<file path="src/rtl/hex_scroll_pkg.sv">
// ----------------------------------------------------------------------------
// hex_scroll_pkg
// Shared types and constants for the seven-segment scroller.
//   state_e     : sequencer states (IDLE, RUN, PAUSED)
//   BLANK       : active-low glyph with every segment off
//   NUM_DIGITS  : number of HEX digits in the display window
//   GLYPH_*     : active-low {g,f,e,d,c,b,a} glyphs for the "ScroLL" banner
// ----------------------------------------------------------------------------
package hex_scroll_pkg;

    typedef enum logic [1:0] {
        IDLE   = 2'd0,
        RUN    = 2'd1,
        PAUSED = 2'd2
    } state_e;

    localparam logic [6:0] BLANK      = 7'h7F;
    localparam int         NUM_DIGITS = 6;

    localparam logic [6:0] GLYPH_S = 7'b0010010;
    localparam logic [6:0] GLYPH_C = 7'b0100111;
    localparam logic [6:0] GLYPH_R = 7'b0101111;
    localparam logic [6:0] GLYPH_O = 7'b0100011;
    localparam logic [6:0] GLYPH_L = 7'b1000111;

endpackage

</file>
<file path="src/rtl/scroll_prescaler.sv">
// ----------------------------------------------------------------------------
// scroll_prescaler
// Divides the system clock down to the scroll step rate.
//   clk_i       : system clock
//   rst_i       : synchronous active-high reset
//   en_i        : count this cycle
//   clr_i       : force the count to zero (overrides en_i)
//   speed_sel_i : step period = TICK_CYCLES >> speed_sel_i (at least 1)
//   tick_o      : one-cycle pulse on the last count of a period
// With neither en_i nor clr_i asserted the count is held.
// ----------------------------------------------------------------------------
module scroll_prescaler #(
    parameter int TICK_CYCLES = 12_500_000
) (
    input  logic       clk_i,
    input  logic       rst_i,
    input  logic       en_i,
    input  logic       clr_i,
    input  logic [1:0] speed_sel_i,
    output logic       tick_o
);

    localparam int CW = $clog2(TICK_CYCLES + 1);

    logic [CW-1:0] cnt_q;
    logic [CW-1:0] limit;
    logic [CW-1:0] last;

    // A shifted period of zero degenerates to a tick every enabled cycle.
    always_comb begin
        limit = CW'(TICK_CYCLES >> speed_sel_i);
        last  = (limit == '0) ? '0 : limit - 1'b1;
    end

    // ">=" rather than "==": a speed change that lands the count beyond the
    // new period still produces a tick instead of running to wrap-around.
    assign tick_o = en_i && !clr_i && (cnt_q >= last);

    // NOTE: sequential state uses non-blocking assignments so every register
    // samples the pre-edge values of the others, independent of block order.
    always_ff @(posedge clk_i) begin
        if (rst_i || clr_i) begin
            cnt_q <= '0;
        end else if (en_i) begin
            cnt_q <= tick_o ? '0 : cnt_q + 1'b1;
        end
    end

endmodule

</file>
<file path="src/rtl/hex_scroll_ctrl.sv">
// ----------------------------------------------------------------------------
// hex_scroll_ctrl
// Scrolls a stored glyph message across six active-low seven-segment digits
// (HEX5 leftmost ... HEX0 rightmost). The message loops with six trailing
// blanks so the text leaves the display fully before re-entering.
//   CLOCK_50         : system clock
//   RESET            : synchronous active-high reset
//   wr_en/addr/data  : glyph buffer write port (accepted in any state)
//   msg_len          : message length, captured on start, clamped to MSG_MAX
//   start / stop     : one-cycle control pulses (stop wins when both)
//   pause            : level, freezes scrolling while high
//   dir              : 0 = text moves left (pos++), 1 = right (pos--)
//   speed_sel        : step period = TICK_CYCLES >> speed_sel
//   busy             : high in RUN or PAUSED
//   pos              : current window start index
//   HEX0..HEX5       : registered digit outputs
// ----------------------------------------------------------------------------
module hex_scroll_ctrl #(
    parameter int         MSG_MAX     = 32,
    parameter int         TICK_CYCLES = 12_500_000,
    parameter logic [6:0] BLANK       = hex_scroll_pkg::BLANK
) (
    input  logic                       CLOCK_50,
    input  logic                       RESET,
    input  logic                       wr_en,
    input  logic [$clog2(MSG_MAX)-1:0] wr_addr,
    input  logic [6:0]                 wr_data,
    input  logic [$clog2(MSG_MAX):0]   msg_len,
    input  logic                       start,
    input  logic                       stop,
    input  logic                       pause,
    input  logic                       dir,
    input  logic [1:0]                 speed_sel,
    output logic                       busy,
    output logic [$clog2(MSG_MAX):0]   pos,
    output logic [6:0]                 HEX0,
    output logic [6:0]                 HEX1,
    output logic [6:0]                 HEX2,
    output logic [6:0]                 HEX3,
    output logic [6:0]                 HEX4,
    output logic [6:0]                 HEX5
);

    import hex_scroll_pkg::*;

    localparam int AW = $clog2(MSG_MAX);
    localparam int PW = AW + 1;
    // Wide enough for pos + 5 with pos up to MSG_MAX + 5.
    localparam int LW = AW + 2;

    state_e        state_q;
    logic [PW-1:0] pos_q;
    logic [PW-1:0] len_q;
    logic [6:0]    buf_q [MSG_MAX];
    logic [6:0]    hex_q [NUM_DIGITS];

    logic [LW-1:0] loop_len;
    logic [PW-1:0] len_clamped;
    logic [PW-1:0] pos_step;
    logic          start_ok;
    logic          tick;
    logic          presc_en;
    logic          presc_clr;
    logic [LW-1:0] win_idx [NUM_DIGITS];
    logic [6:0]    hex_d   [NUM_DIGITS];

    assign loop_len    = LW'(len_q) + LW'(NUM_DIGITS);
    assign start_ok    = start && (msg_len != '0);
    assign len_clamped = (msg_len > PW'(MSG_MAX)) ? PW'(MSG_MAX) : msg_len;

    // Counting follows the effective run condition of the current cycle, so
    // a freeze takes hold on the cycle pause rises and the held count resumes
    // on the cycle it falls. Stop and a restart both zero the count.
    assign presc_en  = (state_q != IDLE) && !pause;
    assign presc_clr = (state_q == IDLE) || stop || start_ok;

    scroll_prescaler #(
        .TICK_CYCLES (TICK_CYCLES)
    ) u_prescaler (
        .clk_i       (CLOCK_50),
        .rst_i       (RESET),
        .en_i        (presc_en),
        .clr_i       (presc_clr),
        .speed_sel_i (speed_sel),
        .tick_o      (tick)
    );

    always_comb begin
        if (dir) begin
            pos_step = (pos_q == '0) ? PW'(loop_len - 1'b1) : pos_q - 1'b1;
        end else begin
            pos_step = (LW'(pos_q) == loop_len - 1'b1) ? '0 : pos_q + 1'b1;
        end
    end

    always_ff @(posedge CLOCK_50) begin
        if (RESET) begin
            state_q <= IDLE;
            pos_q   <= '0;
            len_q   <= '0;
        end else if (stop) begin
            state_q <= IDLE;
            pos_q   <= '0;
        end else if (start_ok) begin
            state_q <= RUN;
            pos_q   <= '0;
            len_q   <= len_clamped;
        end else if (state_q != IDLE) begin
            state_q <= pause ? PAUSED : RUN;
            if (tick) begin
                pos_q <= pos_step;
            end
        end
    end

    // NOTE: the glyph buffer has no reset; it is plain RAM whose contents are
    // only meaningful once written, and a reset term would block RAM mapping.
    always_ff @(posedge CLOCK_50) begin
        if (wr_en) begin
            buf_q[wr_addr] <= wr_data;
        end
    end

    // Window mux. pos + k never reaches twice the loop length, so one
    // conditional subtract is a full modulo. A write landing on a displayed
    // address this cycle is forwarded so the pins show it one cycle later.
    always_comb begin
        for (int k = 0; k < NUM_DIGITS; k++) begin
            // NOTE: every combinational output gets a default before any
            // conditional assignment so no path can infer a latch.
            hex_d[k]   = BLANK;
            win_idx[k] = LW'(pos_q) + LW'(k);
            if (win_idx[k] >= loop_len) begin
                win_idx[k] = win_idx[k] - loop_len;
            end
            if (win_idx[k] < LW'(len_q)) begin
                if (wr_en && (wr_addr == win_idx[k][AW-1:0])) begin
                    hex_d[k] = wr_data;
                end else begin
                    hex_d[k] = buf_q[win_idx[k][AW-1:0]];
                end
            end
        end
    end

    always_ff @(posedge CLOCK_50) begin
        for (int k = 0; k < NUM_DIGITS; k++) begin
            if (RESET || (state_q == IDLE)) begin
                hex_q[k] <= BLANK;
            end else begin
                hex_q[k] <= hex_d[k];
            end
        end
    end

    assign busy = (state_q != IDLE);
    assign pos  = pos_q;
    assign HEX5 = hex_q[0];
    assign HEX4 = hex_q[1];
    assign HEX3 = hex_q[2];
    assign HEX2 = hex_q[3];
    assign HEX1 = hex_q[4];
    assign HEX0 = hex_q[5];

endmodule

</file>
<file path="config.mk">
export PLATFORM = sky130hd
export DESIGN_NAME = hex_scroll_ctrl
export DESIGN_NICKNAME = d
export VERILOG_FILES = /design/src/rtl/hex_scroll_pkg.sv /design/src/rtl/scroll_prescaler.sv /design/src/rtl/hex_scroll_ctrl.sv
export SDC_FILE = /design/constraint.sdc
export NUM_CORES = 1
export LEC_CHECK = 0
export ABC_AREA = 1
export CAP_MARGIN = 20
export CORE_MARGIN = 2
export CORE_UTILIZATION = 25
export CTS_BUF_LIST = sky130_fd_sc_hd__clkbuf_2
export DETAILED_ROUTE_END_ITERATION = 8
export PLACE_DENSITY_LB_ADDON = 0.2
export SYNTH_ARGS = -nofsm -noshare
export SYNTH_HDL_FRONTEND = slang
export SYNTH_HIERARCHICAL = 1
export SYNTH_SLANG_ARGS = --single-unit
</file>
<file path="constraint.sdc">
create_clock -name CLOCK_50 -period 3.9 [get_ports CLOCK_50]
set_input_delay 0.585 -clock CLOCK_50 [delete_from_list [all_inputs] [get_ports CLOCK_50]]
set_output_delay 0.585 -clock CLOCK_50 [all_outputs]
set_load 0.01 [all_outputs]
</file>
== Yosys cells after proc, flatten, opt, wreduce, memory -nomap -nowiden ==
Memory sizes are Yosys's and may differ from the RTL's.
Cells that the tools add are included.
W data, S select, Z words.

* Flip-flop bits (word level): 38
* RAM bits: 266
* Output and inout bits: 49
* Word-level logic and storage cells: 117
* Memories kept: 2

{| class="wikitable"
|+ Memories
! name !! depth !! width !! read ports !! clocked after Yosys merged registers in !! wr ports !! RTL line !! text
|-
| buf_q || 32 || 7 || 6 || 0 || 1 || hex_scroll_ctrl.sv:54 || <nowiki>logic [6:0] buf_q [MSG_MAX];</nowiki>
|-
| hex_q || 6 || 7 || 6 || 0 || 6 || hex_scroll_ctrl.sv:55 || <nowiki>logic [6:0] hex_q [NUM_DIGITS];</nowiki>
|}

* Add/sub/neg operators: 17
* Magnitude comparators: 14
* Equality and inequality tests: 7
* Shifts and indexed selects: 1
* Multiplexer cells: 38
* Bitwise operators: 7
* Reduce and logical (&&, ||, !) cells: 26

{| class="wikitable"
|+ Operators by type and width
! kind !! number
|-
| $mux W7 || 24
|-
| $mux W24 || 2
|-
| $lt A7 B6 Y1 || 6
|-
| $ge A7 B7 Y1 || 5
|-
| $sub A7 B7 Y7 || 5
|-
| $eq A5 B5 Y1 || 6
|-
| $add A24 B1 Y24 const B || 1
|-
| $ge A24 B24 Y1 || 1
|-
| $logic_not A24 Y1 || 1
|-
| $mux W6 || 4
|-
| $shr A24 B2 Y24 const A || 1
|-
| $sub A24 B1 Y24 const B || 1
|-
| $add A6 B3 Y7 const B || 3
|-
| $add A6 B2 Y7 const B || 2
|-
| $logic_and A1 B1 Y1 || 10
|-
| $add A6 B1 Y7 const B || 1
|-
| $eq A6 B7 Y1 || 1
|-
| $ge A6 B7 Y1 || 1
|-
| $mux W1 || 7
|-
| $sub A6 B7 Y7 || 1
|-
| $sub A7 B1 Y7 const B || 1
|-
| $add A6 B1 Y6 const B || 1
|-
| $gt A6 B6 Y1 const B || 1
|-
| $logic_not A6 Y1 || 1
|-
| other kinds (12) || 23
|}

== Longest topological paths before layout ==
Gate-level depths: netlist (run 1).

* Depth after elaboration: 8
* Gate-level depth with buffers: 28

== Cells and area by module ==
The synthesis (run 1) kept the hierarchy.

{| class="wikitable"
|+ Modules (own cells, without submodules)
! module !! times used !! cells each !! area an instance (um2) !! seq. area each (um2)
|-
| hex_scroll_ctrl || 1 || 4347 || 27356.2 || 7847.5
|-
| scroll_prescaler || 1 || 275 || 1956.9 || 480.5
|}

== Least setup slack after synthesis (run 1) ==
OpenSTA, ideal clock, no wires.

* Kind: register to register
* Start point: register len_q[1]
* End point: memory hex_q[4][0]
* Setup time: 114 ps
* Arrival: 4057 ps
* Required time: 3786 ps
* Path slack: -271 ps
* Cell stages (with the launch flop): 26
* Path buffers: 3
* Period minus slack after synthesis: 4171 ps
* Path through: dfxtp_1 -> inv_2 -> ha_1 -> nor3_1 -> xor2_1 -> ha_1 -> nand4_1 -> nor2_1 -> nand3_1 -> nand2_1 -> inv_2 -> nand2_2 -> buf_6 -> o21ai_1 -> inv_1 -> buf_2 -> buf_6 -> ha_1 -> a21oi_1 -> nand2_1 -> nand3_1 -> nand2_1 -> nand2_1 -> nand3_1 -> nor2_1 -> nand2_1

{| class="wikitable"
|+ RTL lines
! element !! RTL line !! text
|-
| from (decl) || hex_scroll_ctrl.sv:53 || <nowiki>logic [PW-1:0] len_q;</nowiki>
|-
| from (signal assigned) || hex_scroll_ctrl.sv:107 || <nowiki>len_q <= len_clamped;</nowiki>
|-
| to (decl) || hex_scroll_ctrl.sv:55 ||
|}

==> flow_metrics.py, run 1 <==
metrics = {
    "global_routing": {
        "antenna_found_initial": 8,
        "track_usage_pct": 26.8,
        "grt_pass1_wl_mm": 236,
        "grt_pass1_vias": 32400,
        "globalRouteOverflowTotal": 0,
        "grt_max_degree": 46,
    },
    "power": {
        "p_leak_uw": 0.0162,
        "p_total_uw": 8800,
        "irDropWorstVdd_v": 0.000142,
        "cellPowerDensity_mw_per_mm2": 243,
        "pwr-share-seq_pct": 40.0,
        "swShare_pct": 38.5,
        "switchingPower_uw": 3390,
        "p_clk_share_pct": 30.2,
        "p_comb_share_pct": 29.8,
        "p_int_uw": 5410,
    },
    "yosys": {
        "syn_avg_cell_area_um2": 6.34,
        "synth_edf_count": 224,
        "async_flop_share_pct": 0,
        "syn_area_mm2": 0.0293,
        "ys_types": 51,
        "ys_ff_latch": 304,
        "netlist_instances": 4622,
        "ys.warnings.count": 6,
        "ys_seq_area_share_pct": 28.4,
        "synth_flop_cell": "edfxtp_1",
    },
    "worst_setup_path": {
        "required_ns": 5.09,
        "crit_path_end_kind": "register",
        "critPathMostFrequentCell": "nand2_1",
        "reg2reg_depth": 23,
        "cpMaxStageDelayCell": "dfxtp_4",
        "rr_startpoint": "pos[1]$_SDFFE_PP0P_",
        "worstPathArrival_ns": 4.94,
        "critPathMaxStageDelay_ns": 0.38,
        "critPathKind": "register to register",
        "worst-r2r-setup-slack_ns": 0.15,
        "cp_max_fo": 19,
        "worstPathCellList": "inv_1, ha_1, nand2_1, nand2_1, nand2_1, xor2_1, ha_1, nand4_1, nor2_1, nand3_1, nand2_1, inv_2, nand2_4, nand2_1, nand2_4, buf_12, nand2_1, nand3_1, nand3_1, nand3_1, nand3_2, nand3_1, nand2_1",
        "start_kind": "register",
        "r2r-end": "hex_q[3][5]$_SDFF_PP1_",
    },
    "placement": {
        "place_inst": 6313,
        "gp_congestion": 1.01,
        "post-dp-hpwl_mm": 121,
        "port_buffers": 75,
    },
    "detailed_routing": {
        "drt-wirelength-per-cell_um": 25.8,
        "first_pass_iters": 9,
        "ant_nets": 0,
        "drc_errors": 0,
        "via_per_inst": 5.44,
        "drtIter0Drc": 4640,
        "via_count": 35400,
        "postRouteWirelength_mm": 168,
    },
    "hold_path": {
        "holdPathStages": 4,
        "hold_path.class": "primary input to register",
        "hold_path_end": "len_q[5]$_SDFFE_PP0P_",
        "min_from": "start",
    },
    "floorplan": {
        "std_cell_rows": 125,
        "die-area_mm2": 0.120,
        "pin_count": 76,
        "initial_core_util_pct": 25.2,
        "core-area_mm2": 0.116,
        "die_x_um": 346,
        "die_h_um": 346,
    },
    "sta": {
        "whs_ns": 0.133,
        "period_share_pct": 96.2,
        "timing.final.crit_period_ns": 3.75,
        "final-hold-violation-count": 0,
        "worst_slew_pin_slew_ns": 0.878,
        "setup_viol": 0,
        "finalClockSkew_ns": 0.189,
        "max_freq_mhz": 267,
        "relSlewSlack_pct": 41.3,
        "slew_viol_final": 0,
        "rsz0062_at_grt": "true",
    },
    "layout": {
        "layout-drive-gt1-share_pct": 16.3,
        "final.fill_count": 12700,
        "nNetsFinal": 5054,
        "syn_to_final_growth_pct": 23.7,
        "fin_cells": 6514,
    },
    "clock_tree": {
        "cts.htree.levels": 3,
        "cts.clk_slew.worst_paths_ns": 0.10,
        "cts_buffers": 88,
        "cts-root-buf": "clkbuf_2",
        "cts_num_sinks": 304,
        "clock_path_buffers": 3,
        "cts_tree": "done",
        "clk_latency_ns": 1.33,
    },
    "status": {
        "status": "finished, final reports clean",
    },
    "job": {
        "max-cap-violations": 0,
    },
}
registers in the layout, indices dropped and copies added, names as in the netlist:
register and flops:
buf_q 224, hex_q 42, u_prescaler/cnt_q 24, len_q 6, pos 6, state_q 2
worst max-delay path by stage:
stage	startpoint	endpoint	slack (ns)
floorplan	pos[1]$_SDFFE_PP0P_	hex_q[3][0]$_SDFF_PP1_	0.03
global placement	len_q[2]$_SDFFE_PP0P_	hex_q[4][2]$_SDFF_PP1_	-0.06
detailed placement	len_q[2]$_SDFFE_PP0P_	hex_q[4][2]$_SDFF_PP1_	-0.04
CTS	len_q[1]$_SDFFE_PP0P_	hex_q[3][1]$_SDFF_PP1_	0.002
global route	len_q[1]$_SDFFE_PP0P_	hex_q[0][3]$_SDFF_PP1_	-0.04
finish	pos[1]$_SDFFE_PP0P_	hex_q[3][5]$_SDFF_PP1_	0.15
cell type report:
class / instances / area [µm²] / area share (%)
Timing Repair Buffer: 498 / 5340 / 14.7
Inverter: 377 / 1420 / 3.92
Antenna cell: 3 / 7.51 / 0.0207
Clock inverter: 35 / 244 / 0.673
Sequential cell: 304 / 8340 / 23.0
Clock buffer: 121 / 606 / 1.67
Multi-Input combinational cell: 3652 / 18400 / 50.8
Tap cell: 1524 / 1910 / 5.26
routing by layer:
layer / up-vias / share of wire [%] / global-route usage (%)
met4: 8 / 5.8 / 14.5
li1: 16000 / - / -
met5: - / 0.029 / 0
met1: 16800 / 42 / 36.1
met2: 2189 / 41 / 39.3
met3: 447 / 11 / 6.43
placed cells by master (no fill, tap or decap), types with 75 or more instances in the layout:
master,instances
buf_12,98
buf_4,292
clkbuf_2,121
dfxtp_1,75
edfxtp_1,224
ha_1,92
inv_1,332
nand2_1,1533
nand3_1,1356
nor2_1,215
logic make-up (layout without fill, tap and decap cells):
logic type               count (synthesis)  count (layout)  share of synthesized area (%)
AO/OA/AOI/OAI                          195             195                           4.52
XOR/XNOR                                56              56                           1.67
adder cells (fa/ha/maj)                106             106                           4.63
buffers and inverters                  668            1031                           10.8
flip-flops                             304             304                           28.4
multiplexers                             1               1                         0.0341
other                                    2               6                         0.0256
AND/OR/NAND/NOR                       3290            3291                           49.9
cell usage after synthesis (16+ instances only):
library cell | instances | area (µm²)
inv_1 | 337 | 1260
dfxtp_1 | 80 | 1600
nand3_1 | 1402 | 7020
buf_6 | 17 | 191
xor2_1 | 40 | 350
nor2_1 | 222 | 833
xnor2_1 | 16 | 140
buf_2 | 127 | 636
o21ai_0 | 30 | 150
buf_4 | 96 | 721
clkbuf_1 | 45 | 169
nand2_2 | 50 | 313
nand2_1 | 1536 | 5770
inv_2 | 36 | 135
o211ai_1 | 37 | 278
ha_1 | 102 | 1280
edfxtp_1 | 224 | 6730
nand3_2 | 19 | 190
a21oi_1 | 60 | 300
power by group through the flow:
stage | Combinational (µW) | Clock (µW) | Sequential (µW)
after floorplan | 1210 | 0 | 3590
after global placement | 2400 | 0 | 3590
after detailed placement | 2410 | 0 | 3590
after CTS | 2430 | 2760 | 3520
after global routing | 2720 | 2900 | 3520
final | 2620 | 2660 | 3520
worst max-delay path, delay by kind of cell, from the launching register on:
family | cells | cell delay, ns
adders and majority gates | 2 | 0.49
DFF | 1 | 0.38
buffers and inverters | 3 | 0.41
and+or+nand+nor | 17 | 2.18
xor gates and xnor gates | 1 | 0.17
per-stage QoR:
step / utilization [%] / TNS (ns) / setup WS [ns] / cell area (µm²)
2_1_floorplan: - / 0 / 0.0261 / 29300
5_1_grt: 31.2 / -0.107 / -0.0394 / 36300
3_5_place_dp: 29.6 / -0.0980 / -0.0447 / 34400
4_1_cts: 30.5 / 0 / 0.00192 / 35400
6_report: 31.2 / 0 / 0.148 / 36300
3_3_place_gp: 29.6 / -0.130 / -0.0604 / 34400
what timing repair did:
| item | CTS | global route |
|---|---|---|
| gates resized for setup | 3 | 101 |
| setup endpoints to repair | 7 | 42 |
| endpoints found under the hold margin | 169 | 0 |
| hold buffers | 17 | 0 |
| gates cloned | 0 | 7 |
| buffers inserted | 1 | 17 |
| pin swaps | 1 | 8 |
No activity file was read; power rests on OpenSTA's default activity.
==> inputs of run 2 (changes only) <==
--- a/config.mk
+++ b/config.mk
@@ -12,4 +12,5 @@
 export CTS_BUF_LIST = sky130_fd_sc_hd__clkbuf_2
 export DETAILED_ROUTE_END_ITERATION = 8
+export DONT_BUFFER_PORTS = 1
 export PLACE_DENSITY_LB_ADDON = 0.2
 export SYNTH_ARGS = -nofsm -noshare
==> constraint.sdc (replaced) <==
create_clock -name CLOCK_50 -period 3.9 [get_ports CLOCK_50]
set_input_delay 0.39 -clock CLOCK_50 [delete_from_list [all_inputs] [get_ports CLOCK_50]]
set_output_delay 0.39 -clock CLOCK_50 [all_outputs]
set_load 0.01 [all_outputs]
==> run 2 against run 1 <==
Power shrank 0.75%. Clock skew shrank 0.015 ns. Die area is the same. Clock power shrank 5%. Critical path depth grew 1. Setup slack lost 0.041 ns. Fmax shrank 1.1%. Count of clock-buffer cells in the layout shrank 7. Via count grew 1.4%. Cell count grew 0.48%. Wire length grew 4.7%. Critical endpoint is now hex_q[0][0]$_SDFF_PP1_.
==> flow_metrics.py, run 2 (synthesized netlist as in run 1, its figures left out) <==
metrics = {
    "clock_tree": {
        "cts_num_sinks": 304,
        "clk_latency_ns": 1.41,
        "cts.clk_slew.worst_paths_ns": 0.09,
        "cts.htree.levels": 3,
        "clock_path_buffers": 3,
        "cts_buffers": 86,
        "cts_tree": "done",
        "cts-root-buf": "clkbuf_2",
    },
    "detailed_routing": {
        "via_per_inst": 5.49,
        "drt-wirelength-per-cell_um": 26.9,
        "ant_nets": 0,
        "drc_errors": 0,
        "via_count": 35900,
        "postRouteWirelength_mm": 176,
        "drtIter0Drc": 5288,
        "first_pass_iters": 8,
    },
    "power": {
        "p_int_uw": 5330,
        "p_clk_share_pct": 28.9,
        "swShare_pct": 39.0,
        "p_leak_uw": 0.0164,
        "switchingPower_uw": 3410,
        "irDropWorstVdd_v": 0.000136,
        "cellPowerDensity_mw_per_mm2": 238,
        "p_comb_share_pct": 30.8,
        "pwr-share-seq_pct": 40.3,
    },
    "layout": {
        "regArea_mm2": 0.00834,
        "largest_reg_flops": 224,
        "final.fill_count": 12700,
        "utilization_pct": 31.6,
        "top_register": "buf_q",
        "reg.largest.list": "buf_q x224, hex_q x42, u_prescaler/cnt_q x24",
        "mostFrequentLayoutCells": "1531 x nand2_1, 1368 x nand3_1, 338 x buf_4",
        "final_common_cell": "nand2_1",
        "syn_to_final_growth_pct": 25.1,
        "nNetsFinal": 5090,
        "multi_input_area_mm2": 0.0184,
        "layout-drive-gt1-share_pct": 17.0,
    },
    "placement": {
        "port_buffers": 0,
        "post-dp-hpwl_mm": 126,
        "gp_congestion": 1.08,
    },
    "worst_setup_path": {
        "r2r-end": "hex_q[0][0]$_SDFF_PP1_",
        "worstPathArrival_ns": 4.98,
        "rr_startpoint": "pos[1]$_SDFFE_PP0P_",
        "cp_max_fo": 22,
        "cpMaxStageDelayCell": "dfxtp_4",
        "critPathKind": "register to register",
        "path_buf_inv": 6,
        "path_depth": 24,
        "startpoint": "pos[1]$_SDFFE_PP0P_",
        "crit_path_end_kind": "register",
        "start_kind": "register",
        "required_ns": 5.09,
        "worstPathCellList": "inv_1, buf_4, ha_1, inv_1, nand3_1, nand2_1, nand2_1, nand2_1, nand2_1, nand2_1, nand2_1, nand2_2, buf_4, nand3_1, buf_12, nand2_4, buf_12, nand2_1, nand3_1, nand3_1, nand3_1, nand3_1, nand3_1, nand2_1",
        "reg2reg_depth": 24,
        "endpoint": "hex_q[0][0]$_SDFF_PP1_",
        "critPathMaxStageDelay_ns": 0.38,
        "critPathMostFrequentCell": "nand2_1",
        "worst-r2r-setup-slack_ns": 0.11,
        "crit_family": "simple AND/OR/NAND/NOR gates",
    },
    "global_routing": {
        "grtUsageMet1_pct": 37.9,
        "antenna_found_initial": 13,
        "grt_pass1_vias": 32700,
        "grt_pass1_wl_mm": 246,
        "globalRouteOverflowTotal": 0,
        "grt_max_degree": 52,
        "use_met3_pct": 7.89,
        "busiest_layer": "met2",
        "gr-usage-met2_pct": 41.4,
        "track_usage_pct": 28.3,
    },
    "floorplan": {
        "pin_count": 76,
        "die-area_mm2": 0.120,
        "die_x_um": 346,
        "die_h_um": 346,
        "core-area_mm2": 0.116,
        "std_cell_rows": 125,
        "initial_core_util_pct": 25.2,
    },
    "job": {
        "max-cap-violations": 0,
    },
    "sta": {
        "relSlewSlack_pct": 20.5,
        "setup_viol": 0,
        "max_freq_mhz": 264,
        "final.setup.tns_ns": 0,
        "worst_slew_pin_slew_ns": 1.19,
        "timing.final.crit_period_ns": 3.79,
        "period_share_pct": 97.3,
        "final-hold-violation-count": 0,
        "slew_viol_final": 0,
        "finalClockSkew_ns": 0.174,
        "rsz0062_at_grt": "true",
    },
    "hold_path": {
        "hold_path.class": "primary input to register",
    },
    "status": {
        "status": "finished, final reports clean",
    },
}
## run 2: cell count changes in the layout (fill, tap and decap cells not counted), moves of 6 or more
cell | previous run | this run
buf_6 | 8 | 14
clkbuf_2 | 121 | 114
buf_2 | 7 | 0
buf_12 | 98 | 110
nand3_2 | 63 | 52
clkdlybuf4s50_1 | 68 | 0
buf_4 | 292 | 338
nand3_1 | 1356 | 1368
dlygate4sd3_1 | 17 | 62
## run 2: power groups by stage
stage               clock, µW  sequential, µW  combinational [µW]
floorplan                   0            3590                1210
global placement            0            3600                2320
detailed placement          0            3600                2310
CTS                      2630            3520                2500
global route             2750            3530                2780
finish                   2520            3520                2690
## run 2: worst min-delay path by stage
stage	start	to	slack, ns	cells after the start
floorplan	u_prescaler/cnt_q[1]$_SDFFE_PP0P_	u_prescaler/cnt_q[1]$_SDFFE_PP0P_	0.47	2
global placement	RESET	len_q[1]$_SDFFE_PP0P_	0.46	1
detailed placement	RESET	len_q[1]$_SDFFE_PP0P_	0.47	1
CTS	wr_addr[1]	buf_q[27][0]$_DFFE_PP_	0.03	2
global route	wr_addr[1]	buf_q[31][2]$_DFFE_PP_	0.17	3
finish	stop	state_q[0]$_SDFFE_PP0P_	0.27	3
## run 2: timing repair
action / CTS / global route
pin swaps: 2 / 14
setup buffers: 2 / 13
endpoints found under the hold margin: 528 / 0
resized for setup: 5 / 103
setup endpoints to repair: 18 / 44
hold buffers: 73 / 0
gates cloned: 0 / 7
## run 2: final cells by class
class                           instances  share of cell area (%)
Inverter                              377                    3.88
Timing Repair Buffer                  535                    15.8
Multi-Input combinational cell       3653                    50.2
Clock buffer                          114                    1.56
Clock inverter                         31                   0.546
Tap cell                             1524                    5.20
Sequential cell                       304                    22.7
Antenna cell                            7                  0.0478
## run 2: metrics by stage
stage	hold slack (ns)	setup WS, ns	total power [µW]	area, µm²	instances
after floorplan	0.465	0.0261	4800	29300	4623
after global placement	0.465	-0.0527	5910	34200	6297
after detailed placement	0.467	-0.0793	5910	34200	6297
after CTS	0.0309	0.00441	8650	35900	6517
after global routing	0.172	-0.0682	9060	36700	6542
final	0.272	0.106	8740	36700	6545
## run 2: worst reg2reg max path: cells and delay by family, from the launching register on
family	cells	cell delay [ns]
and+or+nand+nor	17	1.92
adders and majority gates	1	0.28
buffers and inverters	6	1.06
DFF	1	0.38
## run 2: per-layer routing
metal	wire length [µm]	up-vias	share of wire [%]
met5	149	-	0.085
met4	10100	8	5.7
met3	20500	514	12
met2	72200	2366	41
met1	72800	17000	41
li1	-	16100	-
